## config.mk

```make
export PLATFORM = sky130hd
export DESIGN_NAME = div_unit
export DESIGN_NICKNAME = d
export VERILOG_FILES = /design/src/rtl/div_pkg.sv /design/src/rtl/div_step.sv /design/src/rtl/div_unit.sv
export SDC_FILE = /design/constraint.sdc
export NUM_CORES = 1
export LEC_CHECK = 0
export CAP_MARGIN = 20
export CELL_PAD_IN_SITES_DETAIL_PLACEMENT = 1
export CELL_PAD_IN_SITES_GLOBAL_PLACEMENT = 2
export CORE_MARGIN = 1
export CORE_UTILIZATION = 37
export CTS_CLUSTER_SIZE = 24
export DETAILED_ROUTE_END_ITERATION = 8
export PLACE_DENSITY = 0.89
export SYNTH_ARGS = -nofsm -noshare
export SYNTH_HDL_FRONTEND = slang
export SYNTH_SLANG_ARGS = --single-unit
export TNS_END_PERCENT = 30
```

## constraint.sdc

```tcl
create_clock -name clk -period 10.3 [get_ports clk]
set_input_delay 2.06 -clock clk [delete_from_list [all_inputs] [get_ports clk]]
set_output_delay 2.06 -clock clk [all_outputs]
set_load 0.02 [all_outputs]
```

## src/rtl/div_pkg.sv

```systemverilog
// div_pkg: shared width constants and FSM encoding for the divider
package div_pkg;
    localparam int DATA_W = 32;
    localparam int CNT_W  = $clog2(DATA_W);

    typedef enum logic [1:0] {
        IDLE    = 2'b00,
        DIVZERO = 2'b01,
        ON      = 2'b10,
        DONE    = 2'b11
    } state_e;
endpackage

```

## src/rtl/div_step.sv

```systemverilog
// div_step: one restoring division iteration on a {rem, quo} pair
module div_step #(
    parameter int W = 32
) (
    input  logic [W-1:0] rem_i,
    input  logic [W-1:0] quo_i,
    input  logic [W-1:0] divisor_i,
    output logic [W-1:0] rem_o,
    output logic [W-1:0] quo_o
);
    logic [W:0] sh, diff;
    assign sh    = {rem_i, quo_i[W-1]};
    // rem < divisor always holds, so diff[W] is exactly the borrow of the trial subtract
    assign diff  = sh - {1'b0, divisor_i};
    assign rem_o = diff[W] ? sh[W-1:0] : diff[W-1:0];
    assign quo_o = {quo_i[W-2:0], ~diff[W]};
endmodule

```

## src/rtl/div_unit.sv

```systemverilog
// div_unit: multi-cycle radix-2 restoring divider returning {remainder, quotient} for DIV/DIVU
module div_unit #(
    parameter int DATA_W = div_pkg::DATA_W,
    parameter int ITERS  = DATA_W
) (
    input  logic                clk,
    input  logic                resetn,
    input  logic                start,
    input  logic                signed_div,
    input  logic [DATA_W-1:0]   a,
    input  logic [DATA_W-1:0]   b,
    input  logic                cancel,
    output logic                div_stall,
    output logic                div_valid,
    output logic [2*DATA_W-1:0] divres
);
    import div_pkg::*;

    state_e              state_q, state_d;
    logic [CNT_W-1:0]    cnt_q, cnt_d;
    logic [DATA_W-1:0]   rem_q, rem_d, quo_q, quo_d, dvs_q, dvs_d;
    logic [DATA_W-1:0]   rem_n, quo_n, a_mag, b_mag;
    logic                negq_q, negq_d, negr_q, negr_d;
    logic [2*DATA_W-1:0] divres_q, divres_d;
    logic                go, last;

    assign go    = start & ~cancel;
    assign last  = cnt_q == CNT_W'(ITERS - 1);
    assign a_mag = (signed_div & a[DATA_W-1]) ? -a : a;
    assign b_mag = (signed_div & b[DATA_W-1]) ? -b : b;

    div_step #(.W(DATA_W)) u_step (
        .rem_i     (rem_q),
        .quo_i     (quo_q),
        .divisor_i (dvs_q),
        .rem_o     (rem_n),
        .quo_o     (quo_n)
    );

    always_comb begin
        state_d  = state_q;
        cnt_d    = cnt_q;
        rem_d    = rem_q;
        quo_d    = quo_q;
        dvs_d    = dvs_q;
        negq_d   = negq_q;
        negr_d   = negr_q;
        divres_d = divres_q;
        case (state_q)
            IDLE: if (go) begin
                state_d = (b == '0) ? DIVZERO : ON;
                cnt_d   = '0;
                rem_d   = '0;
                quo_d   = a_mag;
                dvs_d   = b_mag;
                negq_d  = signed_div & (a[DATA_W-1] ^ b[DATA_W-1]);
                negr_d  = signed_div & a[DATA_W-1];
            end
            ON: if (cancel) state_d = IDLE;
            else begin
                rem_d = rem_n;
                quo_d = quo_n;
                cnt_d = cnt_q + 1'b1;
                if (last) begin
                    state_d  = DONE;
                    divres_d = {negr_q ? -rem_n : rem_n, negq_q ? -quo_n : quo_n};
                end
            end
            DIVZERO: begin
                state_d  = cancel ? IDLE : DONE;
                divres_d = cancel ? divres_q : '0;
            end
            DONE: state_d = IDLE;
        endcase
    end

    always_ff @(posedge clk or negedge resetn) begin
        if (!resetn) begin
            state_q  <= IDLE;
            cnt_q    <= '0;
            rem_q    <= '0;
            quo_q    <= '0;
            dvs_q    <= '0;
            negq_q   <= 1'b0;
            negr_q   <= 1'b0;
            divres_q <= '0;
        end else begin
            state_q  <= state_d;
            cnt_q    <= cnt_d;
            rem_q    <= rem_d;
            quo_q    <= quo_d;
            dvs_q    <= dvs_d;
            negq_q   <= negq_d;
            negr_q   <= negr_d;
            divres_q <= divres_d;
        end
    end

    assign div_stall = (state_q == IDLE & go) | state_q == ON | state_q == DIVZERO;
    assign div_valid = state_q == DONE & ~cancel;
    assign divres    = divres_q;
endmodule
```

==> results.txt, run 1 <==
----------------------------------------------------
[Outcome]
  Outcome ... complete, no violations

[Detailed routing]
  Total DRC errors in the routed layout ... 0
  Vias ... 11370
  Total wirelength of the detailed-routed design ... 40390 um
  Violation count after the first detailed-route iteration ... 585
  Average wire per standard cell ... 20.03 um
  Mean number of vias per cell ... 5.638
  TritonRoute pass-1 iters ... 7
  Number of antenna-violating nets in the routed design ... 0

[Timing]
  Relative max-transition margin ... 31.18%
  Transition at the pin with the smallest max-transition slack ... 1.030 ns
  RSZ-0062 raised after global routing ... no
  Peak Freq ... 0.1636 GHz
  Final max-slew violation count ... 0
  Count of final setup violators ... 0
  Crit share post-route ... 59.35%
  TNS Setup ... 0 ns
  Hold Fails Final Rpt ... 0
  Worst Slack Setup Final ... 4.187 ns
  Final Skew ... 0.01987 ns
  Shortest period the worst path allows ... 6.113 ns
  Worst hold margin ... 0.4860 ns

[Global routing]
  Global-route wire length before repair ... 64630 um
  Initial antenna violation count ... 0
  Overall routing resource usage ... 24.64%
  Pin count of the biggest net entering global routing ... 73
  Via count of the first global-routing pass ... 11650
  Global-route congestion overflow total ... 0

[Finish]
  Fraction of layout instances using a drive strength above 1 ... 4.994%
  Combined flip-flop and latch cell area ... 4229 um^2
  # fillers ... 3837
  Final cell count without fillers ... 2017
  Number of antenna cells inserted ... 0
  Area growth from synthesis to layout ... 19.16%
  Footprint of the multi-input gates ... 7328 um^2
  Layout net count ... 1682

[Floorplan]
  Placeable core region ... 31800 um^2
  Horizontal die dimension ... 182.5 um
  Row count ... 65
  Overall die height ... 182.5 um
  Number of top-level design ports ... 135
  Initial core utilization ... 37.92%
  Area of the die ... 33320 um^2

[Yosys]
  Unique masters post-synth ... 81
  Synth Area per Inst ... 8.147 um^2
  Main flop type after synthesis ... sky130_fd_sc_hd__dfrtp_1
  Synthesized net count ... 1593
  Count of state elements after synthesis ... 169
  Dominant cell type by area after synthesis ... sky130_fd_sc_hd__dfrtp_1
  Count of warnings emitted by yosys ... 0
  Async set-or-reset flop fraction in the synthesized netlist ... 100.0%
  Synthesized area ... 12060 um^2
  Post-synth EDFFs ... 0
  Portion of the post-synthesis area used by sequential elements ... 35.07%
  Synthesized instance count ... 1480
  Top post-synthesis cells by area ... sky130_fd_sc_hd__dfrtp_1 35%, sky130_fd_sc_hd__nand2_1 7.3%, sky130_fd_sc_hd__o21ai_0 6.9%, sky130_fd_sc_hd__xor2_1 5.4%, sky130_fd_sc_hd__a21oi_1 4.6%
  Synth top area share ... 35.07%

[Placed design]
  Detailed placement HPWL ... 30160 um
  Weighted congestion reported at the end of routability-driven placement ... 0.9126
  Worst setup slack before clock tree synthesis ... 4.281 ns
  Instance count after placement with tap cells included ... 1983
  PortBufs ... 134

[Setup path]
  CP arrival ... 6.43 ns
  Category of the critical setup timing path ... reg2reg
  Required time of the worst setup path ... 10.62 ns
  Peak fanout along the critical path ... 45
  CP startpoint kind ... flop
  Critical path endpoint category ... flop

[Clock network]
  Hold Buf Count CTS ... 0
  Number of setup buffers added after CTS ... 0
  TritonCTS buffer count ... 17
  Max Root-Sink Buffers ... 2
  # clock sinks ... 169
  Depth of the CTS H-tree ... 4
  CTS tree ... done
  Cells resized by post-CTS repair ... 0
  CTS root buf ... sky130_fd_sc_hd__clkbuf_16
  Clock edge transition at the registers on the reported setup and hold paths ... 0.08 ns
  Insertion delay to the later sink of the worst-skew pair ... 0.46 ns

[Power and ir drop]
  Power density relative to cell area ... 389.3 nW/um^2
  Highest ir drop seen on vdd ... 0.2844 mV
  Leakage power of the design ... 5.955 nW

[Run]
  Total of max-cap violations ... 0

[Min path]
  Hold Path Class ... reg2reg

----------------------------------------------------
[state kept, by name (all words and copies together) (netlist names)]
register and cells:
rem_q 32, state_q 2, negr_q 1, dvs_q 32
cnt_q 5, negq_q 1, divres 64, quo_q 32
[power breakdown]
part           internal (W)  switching (W)  leakage (nW)
combinational       0.00135        0.00234          3.50
sequential         0.000943       0.000298          2.16
clock              0.000329       0.000337         0.292
[layer usage]
metal | part of all wire (%) | wire length (um) | global-route usage [%] | vias to the layer above
li1 | - | - | - | 5447
met1 | 48 | 19440 | 34.25 | 5666
met2 | 47 | 19130 | 40.38 | 216
met3 | 2.6 | 1067 | 2.794 | 42
met4 | 1.9 | 755 | 6.857 | 0
met5 | 0 | 0 | 0 | -
[synth_stat cells, types with 14 or more instances]
cell type,n
sky130_fd_sc_hd__ha_1,43
sky130_fd_sc_hd__or4_1,14
sky130_fd_sc_hd__nor2_1,110
sky130_fd_sc_hd__clkbuf_1,57
sky130_fd_sc_hd__nor4_1,17
sky130_fd_sc_hd__nor3_1,27
sky130_fd_sc_hd__o22ai_1,30
sky130_fd_sc_hd__mux2i_1,32
sky130_fd_sc_hd__a21oi_1,112
sky130_fd_sc_hd__dfrtp_1,169
sky130_fd_sc_hd__buf_2,15
sky130_fd_sc_hd__inv_1,52
sky130_fd_sc_hd__xnor2_1,62
sky130_fd_sc_hd__xor2_1,75
sky130_fd_sc_hd__o21ai_0,167
sky130_fd_sc_hd__o21ai_1,18
sky130_fd_sc_hd__nand2_1,235
sky130_fd_sc_hd__or3_1,26
sky130_fd_sc_hd__o31ai_1,29
[per-stage QoR]
| stage | total power, W | instance area [um^2] | utilization, % |
|---|---|---|---|
| 6_report | 0.005594 | 14370 | 45.18 |
| 5_1_grt | 0.006013 | 14370 | 45.18 |
| 4_1_cts | 0.005579 | 14320 | 45.03 |
| 3_5_place_dp | 0.004875 | 13720 | 43.15 |
| 3_3_place_gp | 0.004769 | 13720 | 43.15 |
| 2_1_floorplan | 0.003714 | 12060 | - |
[placed cells by master, fill, tap and decap left out, types with 42 or more instances in the layout]
cell type / netlist / routed
sky130_fd_sc_hd__nor2_1: 110 / 108
sky130_fd_sc_hd__xor2_1: 75 / 75
sky130_fd_sc_hd__ha_1: 43 / 42
sky130_fd_sc_hd__dfrtp_1: 169 / 169
sky130_fd_sc_hd__inv_1: 52 / 52
sky130_fd_sc_hd__nand2_1: 235 / 235
sky130_fd_sc_hd__a21oi_1: 112 / 112
sky130_fd_sc_hd__xnor2_1: 62 / 62
sky130_fd_sc_hd__clkdlybuf4s50_1: 0 / 133
sky130_fd_sc_hd__o21ai_0: 167 / 167
[critical path: stages (launching register included)]
cell	delay, ns
sky130_fd_sc_hd__dfrtp_1	0.43
sky130_fd_sc_hd__inv_1	0.11
sky130_fd_sc_hd__ha_1	0.18
sky130_fd_sc_hd__inv_1	0.08
sky130_fd_sc_hd__fa_1	0.45
sky130_fd_sc_hd__a211oi_4	0.30
sky130_fd_sc_hd__o211ai_2	0.18
sky130_fd_sc_hd__nand4_1	0.23
sky130_fd_sc_hd__a211oi_2	0.14
sky130_fd_sc_hd__o31a_1	0.42
sky130_fd_sc_hd__nor2_8	0.71
sky130_fd_sc_hd__inv_4	0.42
sky130_fd_sc_hd__a21oi_1	0.39
sky130_fd_sc_hd__ha_1	0.29
sky130_fd_sc_hd__nand3_1	0.18
sky130_fd_sc_hd__or4_1	0.45
sky130_fd_sc_hd__mux2i_1	0.29
sky130_fd_sc_hd__o211ai_1	0.25
sky130_fd_sc_hd__o21ai_1	0.20
sky130_fd_sc_hd__xnor2_1	0.14
sky130_fd_sc_hd__o21ai_1	0.08
[cell families (layout without fill, tap and decap cells)]
logic type | after synthesis | after routing | share of synthesized area (%)
fa+ha+maj | 44 | 44 | 4.628
xor+xnor | 137 | 137 | 9.951
mux | 35 | 35 | 2.937
simple gates | 505 | 505 | 19.39
flops | 169 | 169 | 35.07
buf+inv | 129 | 231 | 4.317
compound gates | 461 | 461 | 23.70
[final timing paths]
check,from,to,slack (ns),cells after the start
setup / recovery,quo_q[31]$_DFFE_PN0P_,divres[56]$_DFFE_PN0P_,4.19,20
hold / removal,dvs_q[3]$_DFFE_PN0P_,dvs_q[3]$_DFFE_PN0P_,0.49,2
setup reg to reg,quo_q[31]$_DFFE_PN0P_,divres[56]$_DFFE_PN0P_,4.19,20
hold reg to reg,dvs_q[3]$_DFFE_PN0P_,dvs_q[3]$_DFFE_PN0P_,0.49,2
max in group asynchronous,resetn,divres[36]$_DFFE_PN0P_,7.53,2
min in group asynchronous,resetn,divres[25]$_DFFE_PN0P_,1.49,1
[final cells by class]
cell class / count / area share (%)
Multi-Input combinational cell: 1182 / 51.01
Sequential cell: 169 / 29.43
Timing Repair Buffer: 146 / 10.20
Tap cell: 435 / 3.788
Clock buffer: 17 / 2.961
Inverter: 53 / 1.402
Clock inverter: 15 / 1.210
Note: power is estimated with default switching activity, not from simulation.
==> run 2: changes to the inputs <==
--- a/config.mk
+++ b/config.mk
@@ -9,10 +9,10 @@
 export CELL_PAD_IN_SITES_DETAIL_PLACEMENT = 1
 export CELL_PAD_IN_SITES_GLOBAL_PLACEMENT = 2
 export CORE_MARGIN = 1
-export CORE_UTILIZATION = 37
+export CORE_UTILIZATION = 34
 export CTS_CLUSTER_SIZE = 24
 export DETAILED_ROUTE_END_ITERATION = 8
-export PLACE_DENSITY = 0.89
+export PLACE_DENSITY = 0.83
 export SYNTH_ARGS = -nofsm -noshare
 export SYNTH_HDL_FRONTEND = slang
 export SYNTH_SLANG_ARGS = --single-unit
==> constraint.sdc (replaced) <==
create_clock -name clk -period 6.1 [get_ports clk]
set_input_delay 1.22 -clock clk [delete_from_list [all_inputs] [get_ports clk]]
set_output_delay 1.22 -clock clk [all_outputs]
set_load 0.02 [all_outputs]
==> results.txt, run 2 (synthesis results as in run 1) <==
----------------------------------------------------
[Outcome]
  Outcome ... complete, no violations

[Timing]
  TNS Setup ... 0 ns (unchanged)
  Transition at the pin with the smallest max-transition slack ... 1.105 ns (+0.07460 ns)
  Shortest period the worst path allows ... 5.076 ns (-1.037 ns)
  Count of final setup violators ... 0 (unchanged)
  Peak Freq ... 0.1970 GHz (+20%)
  Final Skew ... 0.01439 ns (-0.005482 ns)
  Crit share post-route ... 83.20% (+24 points)
  Relative max-transition margin ... 26.35% (-4.8 points)
  Final max-slew violation count ... 0 (unchanged)
  Worst hold margin ... 0.4824 ns (-0.003681 ns)
  Hold Fails Final Rpt ... 0 (unchanged)
  RSZ-0062 raised after global routing ... no

[Floorplan]
  Area of the die ... 36220 um^2 (+8.7%)
  Row count ... 68 (+4.6%)
  Overall die height ... 190.3 um (+4.3%)
  Initial core utilization ... 34.74% (-3.2 points)
  Number of top-level design ports ... 135 (unchanged)
  Horizontal die dimension ... 190.3 um (+4.3%)
  Placeable core region ... 34710 um^2 (+9.2%)

[Detailed routing]
  Mean number of vias per cell ... 5.487 (-2.7%)
  Total DRC errors in the routed layout ... 0 (unchanged)
  Average wire per standard cell ... 19.78 um (-1.2%)
  Total wirelength of the detailed-routed design ... 40370 um (about the same)
  Number of antenna-violating nets in the routed design ... 0 (unchanged)
  Vias ... 11200 (-1.5%)
  Violation count after the first detailed-route iteration ... 488 (-17%)
  TritonRoute pass-1 iters ... 5 (-2)

[Power and ir drop]
  Power density relative to cell area ... 653.4 nW/um^2 (+68%)
  Leakage power of the design ... 5.963 nW (+0.14%)
  Highest ir drop seen on vdd ... 0.2313 mV (-19%)

[Placed design]
  Instance count after placement with tap cells included ... 2008 (+1.3%)
  Weighted congestion reported at the end of routability-driven placement ... 0.8783 (-3.8%)
  Detailed placement HPWL ... 31060 um (+3.0%)
  PortBufs ... 134 (unchanged)

[Clock network]
  Max Root-Sink Buffers ... 2 (unchanged)
  Hold Buf Count CTS ... 0 (unchanged)
  Clock edge transition at the registers on the reported setup and hold paths ... 0.08 ns (about the same)
  CTS root buf ... sky130_fd_sc_hd__clkbuf_16
  Insertion delay to the later sink of the worst-skew pair ... 0.45 ns (about the same)
  TritonCTS buffer count ... 17 (unchanged)
  Depth of the CTS H-tree ... 4 (unchanged)
  Number of setup buffers added after CTS ... 0 (unchanged)
  CTS tree ... done
  # clock sinks ... 169 (unchanged)
  Cells resized by post-CTS repair ... 0 (unchanged)

[Setup path]
  Peak fanout along the critical path ... 9 (-80%)
  Critical path endpoint category ... flop
  Required time of the worst setup path ... 6.41 ns (-4.21 ns)
  Delay of the slowest cell on the worst path ... 0.51 ns (-0.20 ns)
  CP arrival ... 5.38 ns (-1.05 ns)
  Cells along the critical path ... inv_1 -> ha_1 -> inv_1 -> fa_1 -> a211oi_4 -> o211ai_2 -> nand4_1 -> a211oi_2 -> nor4_4 -> nor2_8 -> inv_4 -> mux2i_1 -> ha_1 -> nand3_1 -> or4_1 -> mux2i_1 -> o211ai_1 -> o21ai_1 -> xnor2_1 -> o21ai_1
  Cell with the biggest individual delay on the critical path ... sky130_fd_sc_hd__nor4_4
  Category of the critical setup timing path ... reg2reg
  CP startpoint kind ... flop

[Global routing]
  Overall routing resource usage ... 22.98% (-1.7 points)
  Global-route congestion overflow total ... 0 (unchanged)
  Via count of the first global-routing pass ... 11550 (-0.88%)
  Pin count of the biggest net entering global routing ... 104 (+42%)
  Global-route wire length before repair ... 65380 um (+1.2%)
  Initial antenna violation count ... 0 (unchanged)

[Finish]
  Max FFs per register ... 64 (unchanged)
  Final cell count without fillers ... 2041 (+1.2%)
  Fraction of layout instances using a drive strength above 1 ... 5.174% (+0.18 points)
  Layout net count ... 1685 (+0.18%)
  # fillers ... 4185 (+9.1%)
  Area growth from synthesis to layout ... 19.34%
  Most frequent standard cell in the layout excluding fill and tap cells ... sky130_fd_sc_hd__nand2_1
  Combined flip-flop and latch cell area ... 4229 um^2 (unchanged)
  Footprint of the multi-input gates ... 7325 um^2 (about the same)
  Most frequent cells in the layout ... 235 x sky130_fd_sc_hd__nand2_1, 169 x sky130_fd_sc_hd__dfrtp_1, 167 x sky130_fd_sc_hd__o21ai_0

[Min path]
  Hold Path Class ... reg2reg

[Run]
  Total of max-cap violations ... 0 (unchanged)

----------------------------------------------------
## run 2: area by class of cell
cell class / count / area share, %
inverter: 53 / 1.400
sequential: 169 / 29.39
clock buffer: 17 / 2.956
multi-input combinational: 1182 / 50.90
antenna: 1 / 0.01739
tap: 455 / 3.956
timing repair buffer: 149 / 10.20
clock inverter: 15 / 1.183
## run 2: per-stage QoR
stage / total power [W] / instance area (um^2) / setup slack (ns) / utilization, %
final: 0.009403 / 14390 / 1.025 / 41.45
after global routing: 0.01016 / 14390 / 0.6721 / 41.45
after CTS: 0.009460 / 14390 / 1.108 / 41.45
after detailed placement: 0.008292 / 13790 / 1.156 / 39.73
after global placement: 0.008149 / 13790 / 1.339 / 39.73
after floorplan: 0.006272 / 12060 / 1.561 / -
## run 2: worst paths after layout
check / startpoint / end / slack, ns / cells after the start
setup / recovery: quo_q[31]$_DFFE_PN0P_ / divres[56]$_DFFE_PN0P_ / 1.02 / 20
hold / removal: divres[53]$_DFFE_PN0P_ / divres[53]$_DFFE_PN0P_ / 0.48 / 2
setup reg to reg: quo_q[31]$_DFFE_PN0P_ / divres[56]$_DFFE_PN0P_ / 1.02 / 20
hold reg to reg: divres[53]$_DFFE_PN0P_ / divres[53]$_DFFE_PN0P_ / 0.48 / 2
max in group asynchronous: resetn / rem_q[18]$_DFFE_PN0P_ / 4.34 / 2
min in group asynchronous: resetn / divres[29]$_DFFE_PN0P_ / 0.75 / 1
## run 2: report_power, final
part           internal, W  switching (W)  leakage [nW]
Clock             0.000555       0.000557         0.293
Combinational      0.00229        0.00391          3.51
Sequential         0.00159       0.000500          2.16
## run 2: per-layer routing
layer	track usage (%)	share of wire [%]	routed length, um
met5	0	0	0
met4	5.477	1.5	601
met3	2.540	2.6	1031
met2	37.38	47	18920
met1	32.43	49	19810
## run 2: worst max-delay path, delay by kind of cell (launching register included)
kind	cells	cell delay [ns]
flip-flops	1	0.43
XOR/XNOR	1	0.14
buffers and inverters	3	0.29
multiplexers	2	0.58
AO/OA/AOI/OAI	6	1.20
AND/OR/NAND/NOR	5	1.42
adder cells (fa/ha/maj)	3	0.88
